<file path="src/rtl/pc_sequencer.sv">
// Registered program-counter sequencer with hardware return stack, interrupt
// entry/exit and zero/carry save-restore across interrupts.
//
//   state  | meaning
//   -------+-----------------------------------------------------------
//   ST_RUN | normal flow, interrupts enabled (ie=1)
//   ST_ISR | servicing an interrupt, further requests masked until RETI
module pc_sequencer #(
  parameter int              PC_W        = 12,
  parameter int              OFFS_W      = 9,
  parameter int              STACK_DEPTH = 8,
  parameter logic [PC_W-1:0] RESET_PC    = '0
) (
  input  logic              clk_i,
  input  logic              rst_ni,
  input  logic              en_i,
  input  logic [3:0]        PCoper_i,
  input  logic              zero_i,
  input  logic              carry_i,
  input  logic [OFFS_W-1:0] offset_i,
  input  logic [PC_W-1:0]   addr_i,
  input  logic [PC_W-1:0]   ISRaddr_i,
  input  logic              irq_i,
  output logic              irq_ack_o,
  output logic [PC_W-1:0]   PC_o,
  output logic              flags_restore_o,
  output logic              zero_rest_o,
  output logic              carry_rest_o,
  output logic              in_isr_o,
  output logic              stack_ovf_o,
  output logic              stack_unf_o
);

  localparam int IDX_W = $clog2(STACK_DEPTH);
  localparam int SP_W  = IDX_W + 1;
  localparam int ENT_W = PC_W + 2;

  localparam logic [SP_W-1:0] SP_FULL = SP_W'(STACK_DEPTH);

  localparam logic [3:0] OP_BZ   = 4'b0100;
  localparam logic [3:0] OP_BNZ  = 4'b0101;
  localparam logic [3:0] OP_BC   = 4'b0110;
  localparam logic [3:0] OP_BNC  = 4'b0111;
  localparam logic [3:0] OP_JMP  = 4'b1000;
  localparam logic [3:0] OP_CALL = 4'b1001;
  localparam logic [3:0] OP_RET  = 4'b1010;
  localparam logic [3:0] OP_RETI = 4'b1011;

  typedef enum logic {ST_RUN, ST_ISR} state_e;

  state_e            state_q, state_d;
  logic [PC_W-1:0]   pc_q, pc_d;
  logic [SP_W-1:0]   sp_q, sp_d;
  logic              ovf_q, ovf_d;
  logic              unf_q, unf_d;
  logic              ack_q, ack_d;
  logic              frest_q, frest_d;
  logic              zr_q, zr_d;
  logic              cr_q, cr_d;

  logic [ENT_W-1:0]  stack_q [STACK_DEPTH];
  logic [IDX_W-1:0]  top_idx;
  logic [ENT_W-1:0]  top_entry;
  logic              stack_empty;
  logic              stack_full;

  logic [PC_W-1:0]   off_sext;
  logic [PC_W-1:0]   pc_next;
  logic [PC_W-1:0]   pc_br;
  logic [PC_W-1:0]   seq_pc;
  logic              is_stack_op;
  logic              irq_take;

  logic              want_push;
  logic              want_pop;
  logic              push_we;
  logic [ENT_W-1:0]  push_data;

  assign off_sext    = PC_W'($signed(offset_i));
  assign pc_next     = pc_q + PC_W'(1);
  assign pc_br       = pc_q + off_sext;
  assign stack_empty = (sp_q == '0);
  assign stack_full  = (sp_q == SP_FULL);
  assign top_idx     = IDX_W'(sp_q - SP_W'(1));
  assign top_entry   = stack_q[top_idx];

  assign is_stack_op = (PCoper_i == OP_CALL) || (PCoper_i == OP_RET) ||
                       (PCoper_i == OP_RETI);
  // Stack ops defer the interrupt so the stack is never pushed/popped twice per edge.
  assign irq_take    = irq_i && (state_q == ST_RUN) && !is_stack_op;

  always_comb begin
    seq_pc = pc_next;
    case (PCoper_i)
      OP_BZ:   if (zero_i)   seq_pc = pc_br;
      OP_BNZ:  if (!zero_i)  seq_pc = pc_br;
      OP_BC:   if (carry_i)  seq_pc = pc_br;
      OP_BNC:  if (!carry_i) seq_pc = pc_br;
      OP_JMP,
      OP_CALL: seq_pc = addr_i;
      OP_RET,
      OP_RETI: if (!stack_empty) seq_pc = top_entry[PC_W-1:0];
      default: seq_pc = pc_next;
    endcase
  end

  always_comb begin
    state_d   = state_q;
    pc_d      = pc_q;
    sp_d      = sp_q;
    ovf_d     = ovf_q;
    unf_d     = unf_q;
    ack_d     = 1'b0;
    frest_d   = 1'b0;
    zr_d      = zr_q;
    cr_d      = cr_q;
    want_push = 1'b0;
    want_pop  = 1'b0;
    push_we   = 1'b0;
    push_data = {2'b00, pc_next};

    if (en_i) begin
      pc_d = seq_pc;
      if (irq_take) begin
        pc_d      = ISRaddr_i;
        ack_d     = 1'b1;
        state_d   = ST_ISR;
        want_push = 1'b1;
        push_data = {zero_i, carry_i, seq_pc};
      end else begin
        case (PCoper_i)
          OP_CALL: want_push = 1'b1;
          OP_RET:  want_pop  = 1'b1;
          OP_RETI: begin
            want_pop = 1'b1;
            frest_d  = 1'b1;
            zr_d     = stack_empty ? 1'b0 : top_entry[PC_W+1];
            cr_d     = stack_empty ? 1'b0 : top_entry[PC_W];
            state_d  = ST_RUN;
          end
          default: ;
        endcase
      end

      if (want_push) begin
        if (stack_full) begin
          ovf_d = 1'b1;
        end else begin
          push_we = 1'b1;
          sp_d    = sp_q + SP_W'(1);
        end
      end

      if (want_pop) begin
        if (stack_empty) unf_d = 1'b1;
        else             sp_d  = sp_q - SP_W'(1);
      end
    end
  end

  always_ff @(posedge clk_i or negedge rst_ni) begin
    if (!rst_ni) begin
      state_q <= ST_RUN;
      pc_q    <= RESET_PC;
      sp_q    <= '0;
      ovf_q   <= 1'b0;
      unf_q   <= 1'b0;
      ack_q   <= 1'b0;
      frest_q <= 1'b0;
      zr_q    <= 1'b0;
      cr_q    <= 1'b0;
    end else begin
      state_q <= state_d;
      pc_q    <= pc_d;
      sp_q    <= sp_d;
      ovf_q   <= ovf_d;
      unf_q   <= unf_d;
      ack_q   <= ack_d;
      frest_q <= frest_d;
      zr_q    <= zr_d;
      cr_q    <= cr_d;
    end
  end

  // Entry storage needs no reset: a zero pointer makes every entry unreachable.
  always_ff @(posedge clk_i) begin
    if (push_we) stack_q[sp_q[IDX_W-1:0]] <= push_data;
  end

  assign PC_o            = pc_q;
  assign irq_ack_o       = ack_q;
  assign flags_restore_o = frest_q;
  assign zero_rest_o     = zr_q;
  assign carry_rest_o    = cr_q;
  assign in_isr_o        = (state_q == ST_ISR);
  assign stack_ovf_o     = ovf_q;
  assign stack_unf_o     = unf_q;

endmodule

</file>
<file path="config.mk">
export PLATFORM = sky130hd
export DESIGN_NAME = pc_sequencer
export DESIGN_NICKNAME = d
export VERILOG_FILES = /design/src/rtl/pc_sequencer.sv
export SDC_FILE = /design/constraint.sdc
export NUM_CORES = 1
export LEC_CHECK = 0
export CAP_MARGIN = 15
export CORE_ASPECT_RATIO = 0.9
export CORE_MARGIN = 2
export CORE_UTILIZATION = 50
export DETAILED_ROUTE_END_ITERATION = 8
export DONT_BUFFER_PORTS = 1
export PLACE_DENSITY_LB_ADDON = 0.2
export SLEW_MARGIN = 20
export SYNTH_ARGS = -nofsm -noshare
export SYNTH_HDL_FRONTEND = slang
export SYNTH_SLANG_ARGS = --single-unit
</file>
<file path="constraint.sdc">
create_clock -name clk_i -period 4.3 [get_ports clk_i]
set_input_delay 0.86 -clock clk_i [delete_from_list [all_inputs] [get_ports clk_i]]
set_output_delay 0.86 -clock clk_i [all_outputs]
set_load 0.02 [all_outputs]
</file>
==> impl_metrics.csv <==
group,metric,value,unit
cells_and_area,syn_to_final_growth,12.4,%
clocking,h-tree-depth,4,
sta,finalCriticalPeriod,3.44,ns
place,port_buffers,0,
global_routing,grt_max_degree,40,
worst_setup_path,r2r-start,"sp_q[1]",
sta,finalSetupViolCount,0,
route,drtIter0Drc,457,
worst_setup_path,worstPathMaxFanout,12,
worst_setup_path,worstPathRequired,4.38,ns
sta,final_hold_viol_count,0,
sta,final.period_utilization,79.9,%
run_status,status,"complete, no violations",
clocking,clkLatencyLatePin,0.41,ns
worst_setup_path,reg2reg_slack,0.86,ns
route,final_antenna_net_count,0,
sta,grt_setup_unrepaired,"false",
sta,tns,0,ns
clocking,path_clk_slew,0.06,ns
floorplan,die_x,124,µm
clocking,clock_sinks,135,
global_routing,overflow,0,
cells_and_area,n_fill_cell,993,
sta,maxSlewViolCount,0,
sta,slew_headroom,34.7,%
sta,fmaxAchievable,291,MHz
floorplan,coreArea,12600,µm²
place,gp_congestion,0.890,
synthesis,synth_nets,536,
synthesis,yosys_warnings,0,
clocking,cts_buffers,17,
worst_setup_path,start_kind,"flip-flop",
pwr,power_density,707,nW/µm²
synthesis,mappedNetlistArea,6470,µm²
global_routing,globalRouteTotalUtil,23.1,%
route,wl_per_cell,22.7,µm
synthesis,ys.flop_type,"edfxtp_1",
worst_setup_path,cp_num_cells,9,
pwr,power_leakage,2.58,nW
global_routing,antenna_found_initial,0,
global_routing,grt_pass1_vias,4141,
clocking,cts_buffer_depth,2,
route,dr.pass1.iters,7,
cells_and_area,fin_cells,668,
pwr,ir_worst_vdd,0.409,mV
cells_and_area,drive_gt1_share,15.3,%
synthesis,ys_ff_latch,135,
cells_and_area,num_antenna_cells,0,
flow_run,maxCapViolCount,0,
floorplan,dieArea,13900,µm²
clocking,cts-resized-gates,0,
floorplan,initial_core_util,51.2,%
cells_and_area,ff_latch_area,3940,µm²
cells_and_area,num-nets-final,549,
worst_setup_path,end_kind,"flip-flop",
worst_setup_path,reg2reg_depth,9,
synthesis,synth_edf_count,112,
route,drc,0,
worst_setup_path,critPathSlowestCell,"nand2b_1",
clocking,cts_tree,"yes",
worst_setup_path,cp.arrival,3.52,ns
cells_and_area,multi_input_area,2390,µm²
synthesis,async_flop_share,17.0,%
place,dp_cells,636,
clocking,cts_root_buf,"clkbuf_16",
worst_setup_path,cp_top_family,"simple AND/OR/NAND/NOR gates",
floorplan,ios,62,
floorplan,rows,39,
synthesis,ys_seq_area_share,60.9,%
route,via_per_inst,6.26,
sta,fin_worst_skew,0.00736,ns
worst_setup_path,r2r-end,"stack_q[6][7]",
route,wl,15200,µm
worst_setup_path,worstPathBufferInverterCount,1,
place,dp_hpwl,10400,µm
worst_setup_path,path_cells,"inv_1 -> ha_1 -> nor3b_1 -> nand2b_1 -> nor2_1 -> a22oi_1 -> nand2_1 -> a2111oi_0 -> a21oi_1",
worst_setup_path,slowest_delay,0.53,ns
sta,worst_pin_slew,0.976,ns
clocking,post_cts_buffers,0,
route,vias,4180,
synthesis,syn_inst,478,
synthesis,synth.avg_cell_area,13.5,µm²
worst_setup_path,critical_path_class,"reg2reg",
clocking,ctsHoldBuffers,0,
floorplan,die_y,112,µm
global_routing,grt_pass1_wl,23200,µm
worst_setup_path,cp-endpoint,"stack_q[6][7]",
worst_setup_path,crit_path_start,"sp_q[1]",
cells_and_area,final_util,57.5,%
min_path,hold_class,"in2async",
synthesis,synth_cell_types,51,
metrics by stage:
step	cell area [µm²]	setup WS, ns	hold slack, ns	total power (W)
6_report	7270	0.865	0.140	0.00514
4_1_cts	7270	0.861	0.129	0.00516
3_5_place_dp	6700	0.857	0.499	0.00378
5_1_grt	7270	0.467	0.119	0.00541
3_3_place_gp	6700	0.912	0.489	0.00375
2_1_floorplan	6470	1.14	0.467	0.00329
state kept, by name, indices dropped and copies added, names as in the netlist:
signal / cells
in_isr_o: 1
sp_q: 4
zero_rest_o: 1
PC_o: 12
irq_ack_o: 1
flags_restore_o: 1
carry_rest_o: 1
stack_ovf_o: 1
stack_q: 112
stack_unf_o: 1
per-layer routing:
layer,up-vias,global-route usage (%),share of wire (%),routed length [µm]
met5,-,0,0,0
met4,0,5.15,0.46,70
met3,8,6.30,7.5,1140
met2,179,34.8,47,7190
met1,2122,34.0,45,6770
li1,1871,-,-,-
area by class of cell:
class,count,area share [%]
flip-flops and latches,135,54.2
multi-input cells,306,32.8
clock buffers,18,5.90
well taps,164,2.82
clock inverters,14,1.86
repair buffers,15,1.55
inverters,16,0.826
worst reg2reg max path, cell delays in order, from the launching register on:
cell and delay (ns):
dfrtp_1 0.49, inv_1 0.13, ha_1 0.27, nor3b_1 0.40, nand2b_1 0.53, nor2_1 0.23, a22oi_1 0.26, nand2_1 0.11
a2111oi_0 0.45, a21oi_1 0.24
layout by cell type, fill, tap and decap left out, types with 8 or more instances in the layout:
cell type,n
edfxtp_1,112
nand2_1,43
nor2_1,37
a21oi_1,31
mux4_2,28
dfrtp_1,22
o21ai_0,20
clkbuf_16,17
inv_1,16
xnor2_1,16
buf_4,15
ha_1,14
nand2b_1,10
nand3_1,10
mux2i_1,8
xor2_1,8
o221ai_1,8
synth_stat cells (3+ instances only):
| cell | count | share of area [%] |
|---|---|---|
| a22oi_1 | 3 | 0.35 |
| o22ai_1 | 4 | 0.39 |
| buf_1 | 5 | 0.29 |
| a22o_1 | 3 | 0.41 |
| buf_2 | 5 | 0.39 |
| nand2b_1 | 10 | 0.97 |
| mux2i_1 | 8 | 1.2 |
| a2111oi_0 | 3 | 0.41 |
| o21ai_0 | 20 | 1.5 |
| and3_1 | 4 | 0.39 |
| xnor2_1 | 16 | 2.2 |
| a21o_1 | 7 | 0.81 |
| a21oi_1 | 31 | 2.4 |
| nor4_1 | 3 | 0.29 |
| inv_1 | 16 | 0.93 |
| nand3_1 | 10 | 0.77 |
| a31oi_1 | 3 | 0.29 |
| ha_1 | 14 | 2.7 |
| mux4_2 | 28 | 9.8 |
| nand4_1 | 3 | 0.29 |
| a221oi_1 | 3 | 0.41 |
| nor2b_1 | 3 | 0.29 |
| nor3_1 | 9 | 0.70 |
| clkbuf_1 | 9 | 0.52 |
| xor2_1 | 8 | 1.1 |
| edfxtp_1 | 112 | 52 |
| nor2_1 | 37 | 2.1 |
| o221ai_1 | 8 | 1.1 |
| dfrtp_1 | 23 | 8.9 |
| nand2_1 | 43 | 2.5 |
cell families after synthesis:
logic type      Yosys count  synth area share, %
fa+ha+maj                15                 3.02
simple gates            129                 9.13
compound gates          101                 10.2
buf+inv                  37                 2.36
mux                      37                 11.2
xor+xnor                 24                 3.25
flops                   135                 60.9
report_power, final:
| group | total [W] | leakage, nW | internal (W) | switching (W) |
|---|---|---|---|---|
| combinational | 0.00181 | 1.02 | 0.000772 | 0.00104 |
| sequential | 0.00195 | 1.29 | 0.00170 | 0.000245 |
| clock | 0.00138 | 0.258 | 0.000844 | 0.000534 |
| total | 0.00514 | 2.58 | 0.00332 | 0.00182 |
worst min-delay path by stage:
stage | start | to | slack (ns)
global route | rst_ni | irq_ack_o | 0.12
CTS | rst_ni | PC_o[2] | 0.13
floorplan | sp_q[3] | sp_q[3] | 0.47
detailed placement | sp_q[3] | sp_q[3] | 0.50
global placement | sp_q[3] | sp_q[3] | 0.49
finish | rst_ni | zero_rest_o | 0.14
No activity file was read; power rests on OpenSTA's default activity.
